===== config.mk =====
export PLATFORM = sky130hd
export DESIGN_NAME = spi_write_port_flat
export DESIGN_NICKNAME = d
export VERILOG_FILES = /design/src/rtl/spi_write_port_pkg.sv /design/src/rtl/spi_write_port_if.sv /design/src/rtl/spi_write_fifo.sv /design/src/rtl/spi_write_port.sv /design/src/flat_wrapper.sv
export SDC_FILE = /design/constraint.sdc
export NUM_CORES = 1
export LEC_CHECK = 0
export BUFFER_PORTS_ARGS = -buffer_cell sky130_fd_sc_hd__buf_2
export CAP_MARGIN = 5
export CORE_ASPECT_RATIO = 1.25
export CORE_UTILIZATION = 66
export DETAILED_ROUTE_END_ITERATION = 10
export PLACE_DENSITY = 0.9
export SLEW_MARGIN = 20
export SYNTH_ARGS = -nofsm -noshare
export SYNTH_HDL_FRONTEND = slang
export SYNTH_SLANG_ARGS = --single-unit

===== constraint.sdc =====
create_clock -name MemClk -period 6.8 [get_ports MemClk]
set_clock_uncertainty 0.1 [all_clocks]
set_input_delay 0.34 -clock MemClk [delete_from_list [all_inputs] [get_ports MemClk]]
set_output_delay 0.34 -clock MemClk [all_outputs]
set_load 0.02 [all_outputs]

===== src/rtl/spi_write_port_pkg.sv =====
// Shared types and constants for the SPI write port: FSM encoding, write command, address field size.
package spi_write_port_pkg;

  typedef enum logic [2:0] {
    IDLE   = 3'd0,
    CMD    = 3'd1,
    ADDR   = 3'd2,
    DATA   = 3'd3,
    IGNORE = 3'd4
  } state_t;

  localparam logic [7:0] CMD_WRITE  = 8'h02;
  localparam int         ADDR_BYTES = 3;

endpackage


===== src/rtl/spi_write_port_if.sv =====
// Write-request handshake toward the memory arbiter: head entry plus valid (WriteReq) / accept (WriteAck).
interface spi_write_port_if #(
  parameter int AWIDTH = 19,
  parameter int DWIDTH = 8
);
  logic              WriteReq;
  logic              WriteAck;
  logic [AWIDTH-1:0] WriteAddr;
  logic [DWIDTH-1:0] WriteData;

  modport master (output WriteReq, WriteAddr, WriteData, input WriteAck);
  modport slave  (input WriteReq, WriteAddr, WriteData, output WriteAck);
endinterface


===== src/rtl/spi_write_fifo.sv =====
// Small synchronous FIFO; head is shown combinationally and held at the last popped value while empty.
// A push while full is accepted only when a pop happens in the same cycle.
module spi_write_fifo #(
  parameter int WIDTH = 27,
  parameter int DEPTH = 4
) (
  input  logic             clk,
  input  logic             rst_n,
  input  logic             push,
  input  logic [WIDTH-1:0] push_dat,
  input  logic             pop,
  output logic [WIDTH-1:0] head,
  output logic             full,
  output logic             empty
);
  localparam int PW = $clog2(DEPTH);

  logic [WIDTH-1:0] mem [DEPTH];
  logic [PW:0]      wr_ptr, rd_ptr;
  logic [WIDTH-1:0] hold;
  logic             do_push, do_pop;

  assign empty   = (wr_ptr == rd_ptr);
  assign full    = (wr_ptr[PW] != rd_ptr[PW]) && (wr_ptr[PW-1:0] == rd_ptr[PW-1:0]);
  assign do_pop  = pop && !empty;
  assign do_push = push && (!full || do_pop);
  assign head    = empty ? hold : mem[rd_ptr[PW-1:0]];

  always_ff @(posedge clk) begin
    if (do_push) mem[wr_ptr[PW-1:0]] <= push_dat;
  end

  // hold tracks the head so the outputs stay put once the last entry is popped
  always_ff @(posedge clk or negedge rst_n) begin
    if (!rst_n) begin
      wr_ptr <= '0;
      rd_ptr <= '0;
      hold   <= '0;
    end else begin
      if (do_push) wr_ptr <= wr_ptr + 1'b1;
      if (do_pop)  rd_ptr <= rd_ptr + 1'b1;
      if (!empty)  hold   <= mem[rd_ptr[PW-1:0]];
    end
  end

endmodule


===== src/rtl/spi_write_port.sv =====
// SPI slave (mode 0) oversampled on MemClk; decodes cmd 0x02 + 24-bit address + data into queued write requests.
// SPI_WRITE_PORT_BURST_EN: queue every data byte with auto-incrementing address; otherwise only the first byte.
module spi_write_port
  import spi_write_port_pkg::*;
#(
  parameter int AWIDTH = 19,
  parameter int DWIDTH = 8,
  parameter int FDEPTH = 4
) (
  input  logic             MemClk,
  input  logic             RstN,
  input  logic             Sclk,
  input  logic             Mosi,
  input  logic             Csel,
  spi_write_port_if.master wr,
  output logic             Busy,
  output logic             Overflow
);
  localparam int EW    = AWIDTH + DWIDTH;
  localparam int ABITS = ADDR_BYTES * 8;

  logic [2:0]        sclk_sync;
  logic [1:0]        mosi_sync, csel_sync, rst_pipe;
  logic              csel_d;
  state_t            state, state_nxt;
  logic [4:0]        bit_cnt;
  logic [AWIDTH-2:0] shreg;
  logic [AWIDTH-1:0] shreg_nxt, cur_addr;
  logic              push_vld;
  logic [EW-1:0]     push_dat, head;
  logic              bit_rise, bit_clr, bit_inc, addr_ld, byte_push;
  logic              fifo_full, fifo_empty, pop;

  always_ff @(posedge MemClk or negedge RstN) begin
    if (!RstN) begin
      sclk_sync <= '0;
      mosi_sync <= '0;
      csel_sync <= 2'b11;
      rst_pipe  <= '0;
      csel_d    <= 1'b0;
    end else begin
      sclk_sync <= {sclk_sync[1:0], Sclk};
      mosi_sync <= {mosi_sync[0], Mosi};
      csel_sync <= {csel_sync[0], Csel};
      rst_pipe  <= {rst_pipe[0], 1'b1};
      // stays 0 until a real high Csel is seen, so a low Csel at reset release is not a falling edge
      csel_d    <= rst_pipe[1] & csel_sync[1];
    end
  end

  assign bit_rise  = sclk_sync[1] & ~sclk_sync[2];
  assign shreg_nxt = {shreg, mosi_sync[1]};
  assign Busy      = ~csel_sync[1];

  always_comb begin
    state_nxt = state;
    bit_clr   = 1'b0;
    bit_inc   = 1'b0;
    addr_ld   = 1'b0;
    byte_push = 1'b0;
    if (csel_sync[1]) begin
      state_nxt = IDLE;
      bit_clr   = 1'b1;
    end else begin
      case (state)
        IDLE: begin
          state_nxt = csel_d ? CMD : IGNORE;
          bit_clr   = 1'b1;
        end
        CMD: begin
          bit_inc = bit_rise;
          if (bit_rise && bit_cnt == 5'd7) begin
            state_nxt = (shreg_nxt[7:0] == CMD_WRITE) ? ADDR : IGNORE;
            bit_clr   = 1'b1;
          end
        end
        ADDR: begin
          bit_inc = bit_rise;
          if (bit_rise && bit_cnt == 5'(ABITS - 1)) begin
            state_nxt = DATA;
            addr_ld   = 1'b1;
            bit_clr   = 1'b1;
          end
        end
        DATA: begin
          bit_inc = bit_rise;
          if (bit_rise && bit_cnt == 5'd7) begin
            byte_push = 1'b1;
            bit_clr   = 1'b1;
`ifndef SPI_WRITE_PORT_BURST_EN
            state_nxt = IGNORE;
`endif
          end
        end
        default: bit_clr = 1'b1;
      endcase
    end
  end

  always_ff @(posedge MemClk or negedge RstN) begin
    if (!RstN) begin
      state    <= IDLE;
      bit_cnt  <= '0;
      shreg    <= '0;
      cur_addr <= '0;
      push_vld <= 1'b0;
      push_dat <= '0;
      Overflow <= 1'b0;
    end else begin
      state    <= state_nxt;
      push_vld <= byte_push;
      if (bit_clr)      bit_cnt <= '0;
      else if (bit_inc) bit_cnt <= bit_cnt + 5'd1;
      if (bit_rise)     shreg   <= shreg_nxt[AWIDTH-2:0];
      if (addr_ld)      cur_addr <= shreg_nxt;
      if (byte_push) begin
        push_dat <= {cur_addr, shreg_nxt[DWIDTH-1:0]};
`ifdef SPI_WRITE_PORT_BURST_EN
        cur_addr <= cur_addr + 1'b1;
`endif
      end
      if (push_vld && fifo_full && !pop) Overflow <= 1'b1;
    end
  end

  assign pop = ~fifo_empty & wr.WriteAck;

  spi_write_fifo #(.WIDTH(EW), .DEPTH(FDEPTH)) u_fifo (
    .clk      (MemClk),
    .rst_n    (RstN),
    .push     (push_vld),
    .push_dat (push_dat),
    .pop      (pop),
    .head     (head),
    .full     (fifo_full),
    .empty    (fifo_empty)
  );

  assign wr.WriteReq  = ~fifo_empty;
  assign wr.WriteAddr = head[EW-1:DWIDTH];
  assign wr.WriteData = head[DWIDTH-1:0];

endmodule

===== src/flat_wrapper.sv =====
// flat-port wrapper written by rule: the top's interface ports become plain ports
module spi_write_port_flat import spi_write_port_pkg::*;
#(
  parameter int AWIDTH = 19,
  parameter int DWIDTH = 8,
  parameter int FDEPTH = 4
)
  (MemClk, RstN, Sclk, Mosi, Csel, Busy, Overflow, wr_WriteReq, wr_WriteAddr, wr_WriteData, wr_WriteAck);
  spi_write_port_if #(.AWIDTH(AWIDTH), .DWIDTH(DWIDTH)) wr_i ();
  input  logic MemClk;
  input  logic RstN;
  input  logic Sclk;
  input  logic Mosi;
  input  logic Csel;
  output logic Busy;
  output logic Overflow;
  output wire logic [$bits(wr_i.WriteReq)-1:0] wr_WriteReq;
  output wire logic [$bits(wr_i.WriteAddr)-1:0] wr_WriteAddr;
  output wire logic [$bits(wr_i.WriteData)-1:0] wr_WriteData;
  input wire logic [$bits(wr_i.WriteAck)-1:0] wr_WriteAck;
  assign wr_WriteReq = wr_i.WriteReq;
  assign wr_WriteAddr = wr_i.WriteAddr;
  assign wr_WriteData = wr_i.WriteData;
  assign wr_i.WriteAck = wr_WriteAck;
  spi_write_port #(.AWIDTH(AWIDTH), .DWIDTH(DWIDTH), .FDEPTH(FDEPTH)) u_core (.MemClk(MemClk), .RstN(RstN), .Sclk(Sclk), .Mosi(Mosi), .Csel(Csel), .wr(wr_i), .Busy(Busy), .Overflow(Overflow));
endmodule

Yosys cells after proc, flatten, opt, wreduce, memory -nomap -nowiden
Memories as Yosys holds them, arrays and structs flattened.
Index checks and enable logic that the tools add are counted.
Widths: inputs -> output; s select.
- bits in registers: 117
- bits in writable memories: 108
- bits of input ports: 6
- output and inout port bits: 30
- word-level logic and storage cells: 76
- memories kept: 1
- add/subtract/negate cells: 3
- eq/ne operators: 12
- muxes and demuxes: 22
- bitwise logic cells: 6
- reduce and logical (&&, ||, !) cells: 17
- memories (memory ; words ; width ; rd ports ; clocked after memory_dff ; write ports ; line ; source):
    u_core.u_fifo.mem ; 4 ; 27 ; 1 ; 0 ; 1 ; spi_write_fifo.sv:18 ; logic [WIDTH-1:0] mem [DEPTH];
- operators by type and width (cell ; count):
    $mux 27 ; 1
    $mux 3 ; 6
    $pmux 3 s4 ; 1
    $mux 1 ; 11
    $mux 5 ; 2
    $ne 3x1->1 const B ; 3
    $eq 8x2->1 const B ; 1
    $logic_and 1x1->1 ; 7
    $add 3x1->3 const B ; 2
    $eq 3x2->1 const B ; 2
    $add 5x1->5 const B ; 1
    $eq 5x3->1 const B ; 1
    $eq 5x5->1 const B ; 1
    $reduce_bool 5->1 ; 1
    $reduce_and 4->1 ; 1
    $and 1x1->1 ; 3
    $eq 3x1->1 const B ; 1
    $eq 3x3->1 ; 1
    $logic_not 1->1 ; 3
    $logic_not 3->1 ; 1
    $not 1->1 ; 3
    $reduce_or 3->1 ; 1
    $eq 2x2->1 ; 1
    $pmux 1 s2 ; 1
    4 further kinds ; 4

Depth between registers and ports, before layout
- depth after elaboration: 8
- mapped depth: 6
- depth with buffers taken out: 5

Cells and area by module
Synthesis repeated with hierarchy kept, for this count alone.
- cells, all modules: 441
- area total of the unflattened synthesis: 8718.4 µm²
- modules (own cells, without submodules) (module ; times used ; cells an instance ; area each (µm²) ; sequential area each (µm²)):
    spi_write_fifo ; 1 ; 234 ; 5363.9 ; 4068.9
    spi_write_port ; 1 ; 207 ; 3354.5 ; 2104.5

Worst setup path after synthesis
No wires, ideal clock.
- kind: register to register
- start point: reg u_core.u_fifo.rd_ptr[2]
- end point: mem u_core.u_fifo.mem[1][0] (enable)
- setup time: 0.411 ns
- data arrival time: 2.060 ns
- required time: 6.289 ns
- path slack: 4.229 ns
- stages on the path, launching flop included: 4
- path buffers: 0
- period minus slack after synthesis: 2.571 ns
- path through: dfrtp_1 -> xnor2_2 -> o41ai_4 -> nor2_1
- word-level cells in the longest chain between the ends: 8
- elaborated cells between the ends (all ways): 12
- classes of those cells: eq/ne (2); mux (2); bitwise (2); reduce/logical (6)
- RTL lines (item ; line ; source):
    start: declaration ; spi_write_fifo.sv:19 ; logic [PW:0] wr_ptr, rd_ptr;
    start signal: assignment ; spi_write_fifo.sv:41 ; if (do_pop) rd_ptr <= rd_ptr + 1'b1;
    $eq 3x3->1 ; spi_write_fifo.sv:23 ; assign empty = (wr_ptr == rd_ptr);
    $not 1->1 ; spi_write_port.sv:126 ; assign pop = ~fifo_empty & wr.WriteAck;
    $and 1x1->1 ; spi_write_port.sv:126 ;
    $logic_and 1x1->1 ; spi_write_fifo.sv:25 ; assign do_pop = pop && !empty;
    $logic_or 1x1->1 (*) ; spi_write_fifo.sv:26 ; assign do_push = push && (!full || do_pop);
    $logic_and 1x1->1 (*) ; spi_write_fifo.sv:26 ;
    $mux 1 (*) ; spi_write_fifo.sv:30 ; if (do_push) mem[wr_ptr[PW-1:0]] <= push_dat;
    $mux 1 (not written as such) (*) ; spi_write_fifo.sv:30 ;
    end: declaration ; spi_write_fifo.sv:18 ;
Mark *: on every way between the ends. The rest lies on a longest branch, timed or not.

Final worst setup path
- start point: reg u_core.u_fifo.rd_ptr[1]
- end point: out wr_WriteData[7]
- word-level cells in the longest chain between the ends: 2
- elaborated cells between the ends (all ways): 3
- classes of those cells: eq/ne (1); mux (1); memory (1)
- RTL lines (item ; line ; source):
    $mem_v2 4x27 or $eq 3x3->1 (tied branches) ; -- ;
    $mux 27 (*) ; -- ;
    end: declaration ; flat_wrapper.sv:19 ; output wire logic [$bits(wr_i.WriteData)-1:0] wr_WriteData;
Marks and branches as above.

==> qor.yml <==
outcome:
  status: "finished clean"
global_route:
  top_usage_layer: "met2"
  grt.met2_usage_pct: 41.19
  grt_use_met3_pct: 3.621
  grtUsageMet1_pct: 32.73
  grt_util_all_layers_pct: 24.61
  grt_pass1_wl_um: 25740
  antenna_found_initial: 0
  grt.overflow.total: 0
  grt_start_max_net_pins: 68
  grt_pass1_vias: 4689
placed_design:
  gp_congestion: 0.7725
  dp_hpwl_um: 8732
  io_buffers: 35
  dp_slack_ns: 3.858
logic_synthesis:
  synth_area_um2: 8830
  ys_warn_count: 0
  synth_edf_count: 108
  synth_top_area_cell: "edfxtp_1"
  syn-num-nets: 499
  postSynthAreaPerCell_um2: 18.13
  synth-seq-cells: 225
  synth_flop_cell: "dfrtp_1"
  async_reset_ff_share_pct: 52.00
  synth_cells: 487
  netlist.area_leader.share_pct: 36.73
  synthTopCellsByArea: "edfxtp_1 (37%), dfrtp_1 (33%), mux4_2 (6.9%), mux2_2 (5.7%), mux2_4 (5.1%)"
  synth_cell_types: 56
  yosysSeqAreaShare_pct: 69.92
finish:
  fill_cells: 685
  regArea_um2: 6177
  drive_gt1_share_pct: 35.95
  nets: 546
  area_growth_pct: 11.52
  multiInputGateArea_um2: 2465
  final_cell_mix: "dfrtp_1 (114), edfxtp_1 (108), nand2_1 (55)"
  diodes: 0
  layout_commonest_cell: "dfrtp_1"
floorplan:
  io_pins: 36
  start_util_pct: 68.49
  core_region_area_um2: 12890
  die_w_um: 105.5
  fp.dieH_um: 131.3
  rows: 46
  dieArea_um2: 13850
route:
  wirelength_um: 16260
  wl_per_cell_um: 22.71
  final_antenna_net_count: 0
  drc: 0
  drtIter0Drc: 295
  dr.pass1.iters: 4
  vias_per_cell: 6.274
  vias: 4492
cts:
  hold_buffers: 4
  root_buffer: "clkbuf_16"
  clkLatencyLatePin_ns: 0.49
  clkSinkCount: 225
  htreeDepth: 1
  clock_path_buffers: 3
  cts_setup_buffers: 0
  cts_made_buffers: 21
  clkSlewWorstSetupHoldPaths_ns: 0.07
  cts.repair.resized: 0
  cts_tree: "built"
critical_path:
  max_stage_delay_ns: 0.56
  path_cells: "buf_4 > xnor2_1 > nand3_4 > mux2_4 > buf_2"
  worstPathRequired_ns: 6.36
  reg2reg_slack_ns: 4.15
  cp.arrival_ns: 2.87
  path_class: "flip-flop to output pin"
  cp-start-kind: "flip-flop"
  slowest_stage: "nand3_4"
  crit_family: "simple AND/OR/NAND/NOR gates"
  cp-end-kind: "output pin"
  timing.rr.start: "u_core.u_fifo.rd_ptr[0]"
  cp_max_fo: 31
  worst-r2r-cell-count: 3
  worst-path-buf-inv: 2
  r2r_end: "u_core.u_fifo.mem[1][15]"
power_and_ir_drop:
  leakage_nw: 4.453
  p_per_area_nw_per_um2: 303.0
  ir_worst_vdd_mv: 0.2779
timing:
  rsz0062_at_grt: "no"
  worst_slack_ns: 3.494
  setup_viol: 0
  hold_ws_ns: 0.1669
  finalCritPeriodShare_pct: 48.62
  fin_setup_tns_ns: 0
  period_needed_ns: 3.306
  drv_slew: 0
  worst_pin_slew_ns: 0.9627
  hold_viol: 0
  relSlewSlack_pct: 35.66
  max_clock_freq_mhz: 302.5
flow_run:
  maxCapViolCount: 0
min_path:
  whs_endpoint: "u_core.u_fifo.rd_ptr[0]"
  hold_path.startpoint: "wr_WriteAck"
  holdPathStages: 4
  min_path_type: "input port to flip-flop"
-- metrics by stage --
step	utilization, %	cells	total power [mW]	instance area (um^2)
floorplan	-	487	1.791	8830
global placement	70.67	675	1.830	9111
detailed placement	70.67	675	1.847	9111
CTS	76.34	716	2.995	9842
global route	76.38	716	3.070	9847
finish	76.38	716	2.983	9847
-- flip-flops by register name (all words and copies together), names as in the netlist, 2 cells and up --
name	cells
u_core.sclk_sync	3
u_core.cur_addr	19
u_core.push_dat	27
u_core.u_fifo.wr_ptr	3
u_core.mosi_sync	2
u_core.u_fifo.mem	108
u_core.u_fifo.hold	27
u_core.u_fifo.rd_ptr	3
u_core.shreg	18
u_core.state	3
u_core.bit_cnt	5
u_core.csel_sync	2
u_core.rst_pipe	2
-- cell type report --
type	instances	share of cell area, %
clock buffer	24	5.654
timing repair buffer	43	2.516
sequential	225	62.73
tap	168	2.135
clock inverter	13	1.360
inverter	13	0.5718
multi-input combinational	230	25.03
-- synthesized netlist by cell type (2+ instances only) --
library cell    n
buf_2           6
clkbuf_1        2
o21ai_0         4
or4_1           3
a221oi_1        5
xor2_1          3
xnor2_2         2
nand3_4         3
nand2_1        55
o41ai_1         2
nor2_1          5
dfrtp_1       115
edfxtp_1      108
dfstp_2         2
or3_1           2
buf_6           7
ha_1            6
buf_4           2
xnor2_1         4
o31ai_1         3
inv_1          12
mux4_2         27
mux2_4         30
mux2_2         45
and2_1          2
nand3_1         2
-- cell families after synthesis --
kind of cell,after synthesis,share of synthesized area (%)
DFF,225,69.92
adders and majority gates,6,0.8502
xor gates and xnor gates,9,1.063
AOI/OAI and AO/OA,28,2.848
and+or+nand+nor,84,5.158
other,1,0.04247
buffers and inverters,32,2.395
muxes,102,17.73
-- worst reg2reg max path: cells and delay by family, from the launching register on --
family	cells	cell delay, ns
AOI/OAI and AO/OA	1	0.19
DFF	1	0.84
and+or+nand+nor	1	0.76
xor gates and xnor gates	1	0.36
-- worst max-delay path by stage --
stage | from | to | cells after the start
after detailed placement | u_core.u_fifo.rd_ptr[0] | wr_WriteData[7] | 4
after global placement | u_core.u_fifo.rd_ptr[0] | wr_WriteAddr[1] | 4
after CTS | u_core.u_fifo.rd_ptr[0] | wr_WriteAddr[5] | 4
after floorplan | u_core.u_fifo.rd_ptr[2] | u_core.u_fifo.mem[1][0] | 3
after global routing | u_core.u_fifo.rd_ptr[1] | wr_WriteAddr[5] | 5
final | u_core.u_fifo.rd_ptr[1] | wr_WriteData[7] | 5
-- where the power goes --
group	switching [mW]	leakage [nW]	internal (mW)	total [mW]
clock network	0.490	0.325	0.669	1.16
registers	0.0887	2.85	1.45	1.54
logic	0.153	1.28	0.131	0.285
-- metal layers --
layer | share of wire [%] | vias up | routed length, um
li1 | - | 1924 | -
met1 | 39 | 2330 | 6387
met2 | 52 | 194 | 8531
met3 | 5.3 | 44 | 860
met4 | 3.0 | 0 | 483
met5 | 0 | - | 0
Note: power is estimated with default switching activity, not from simulation.
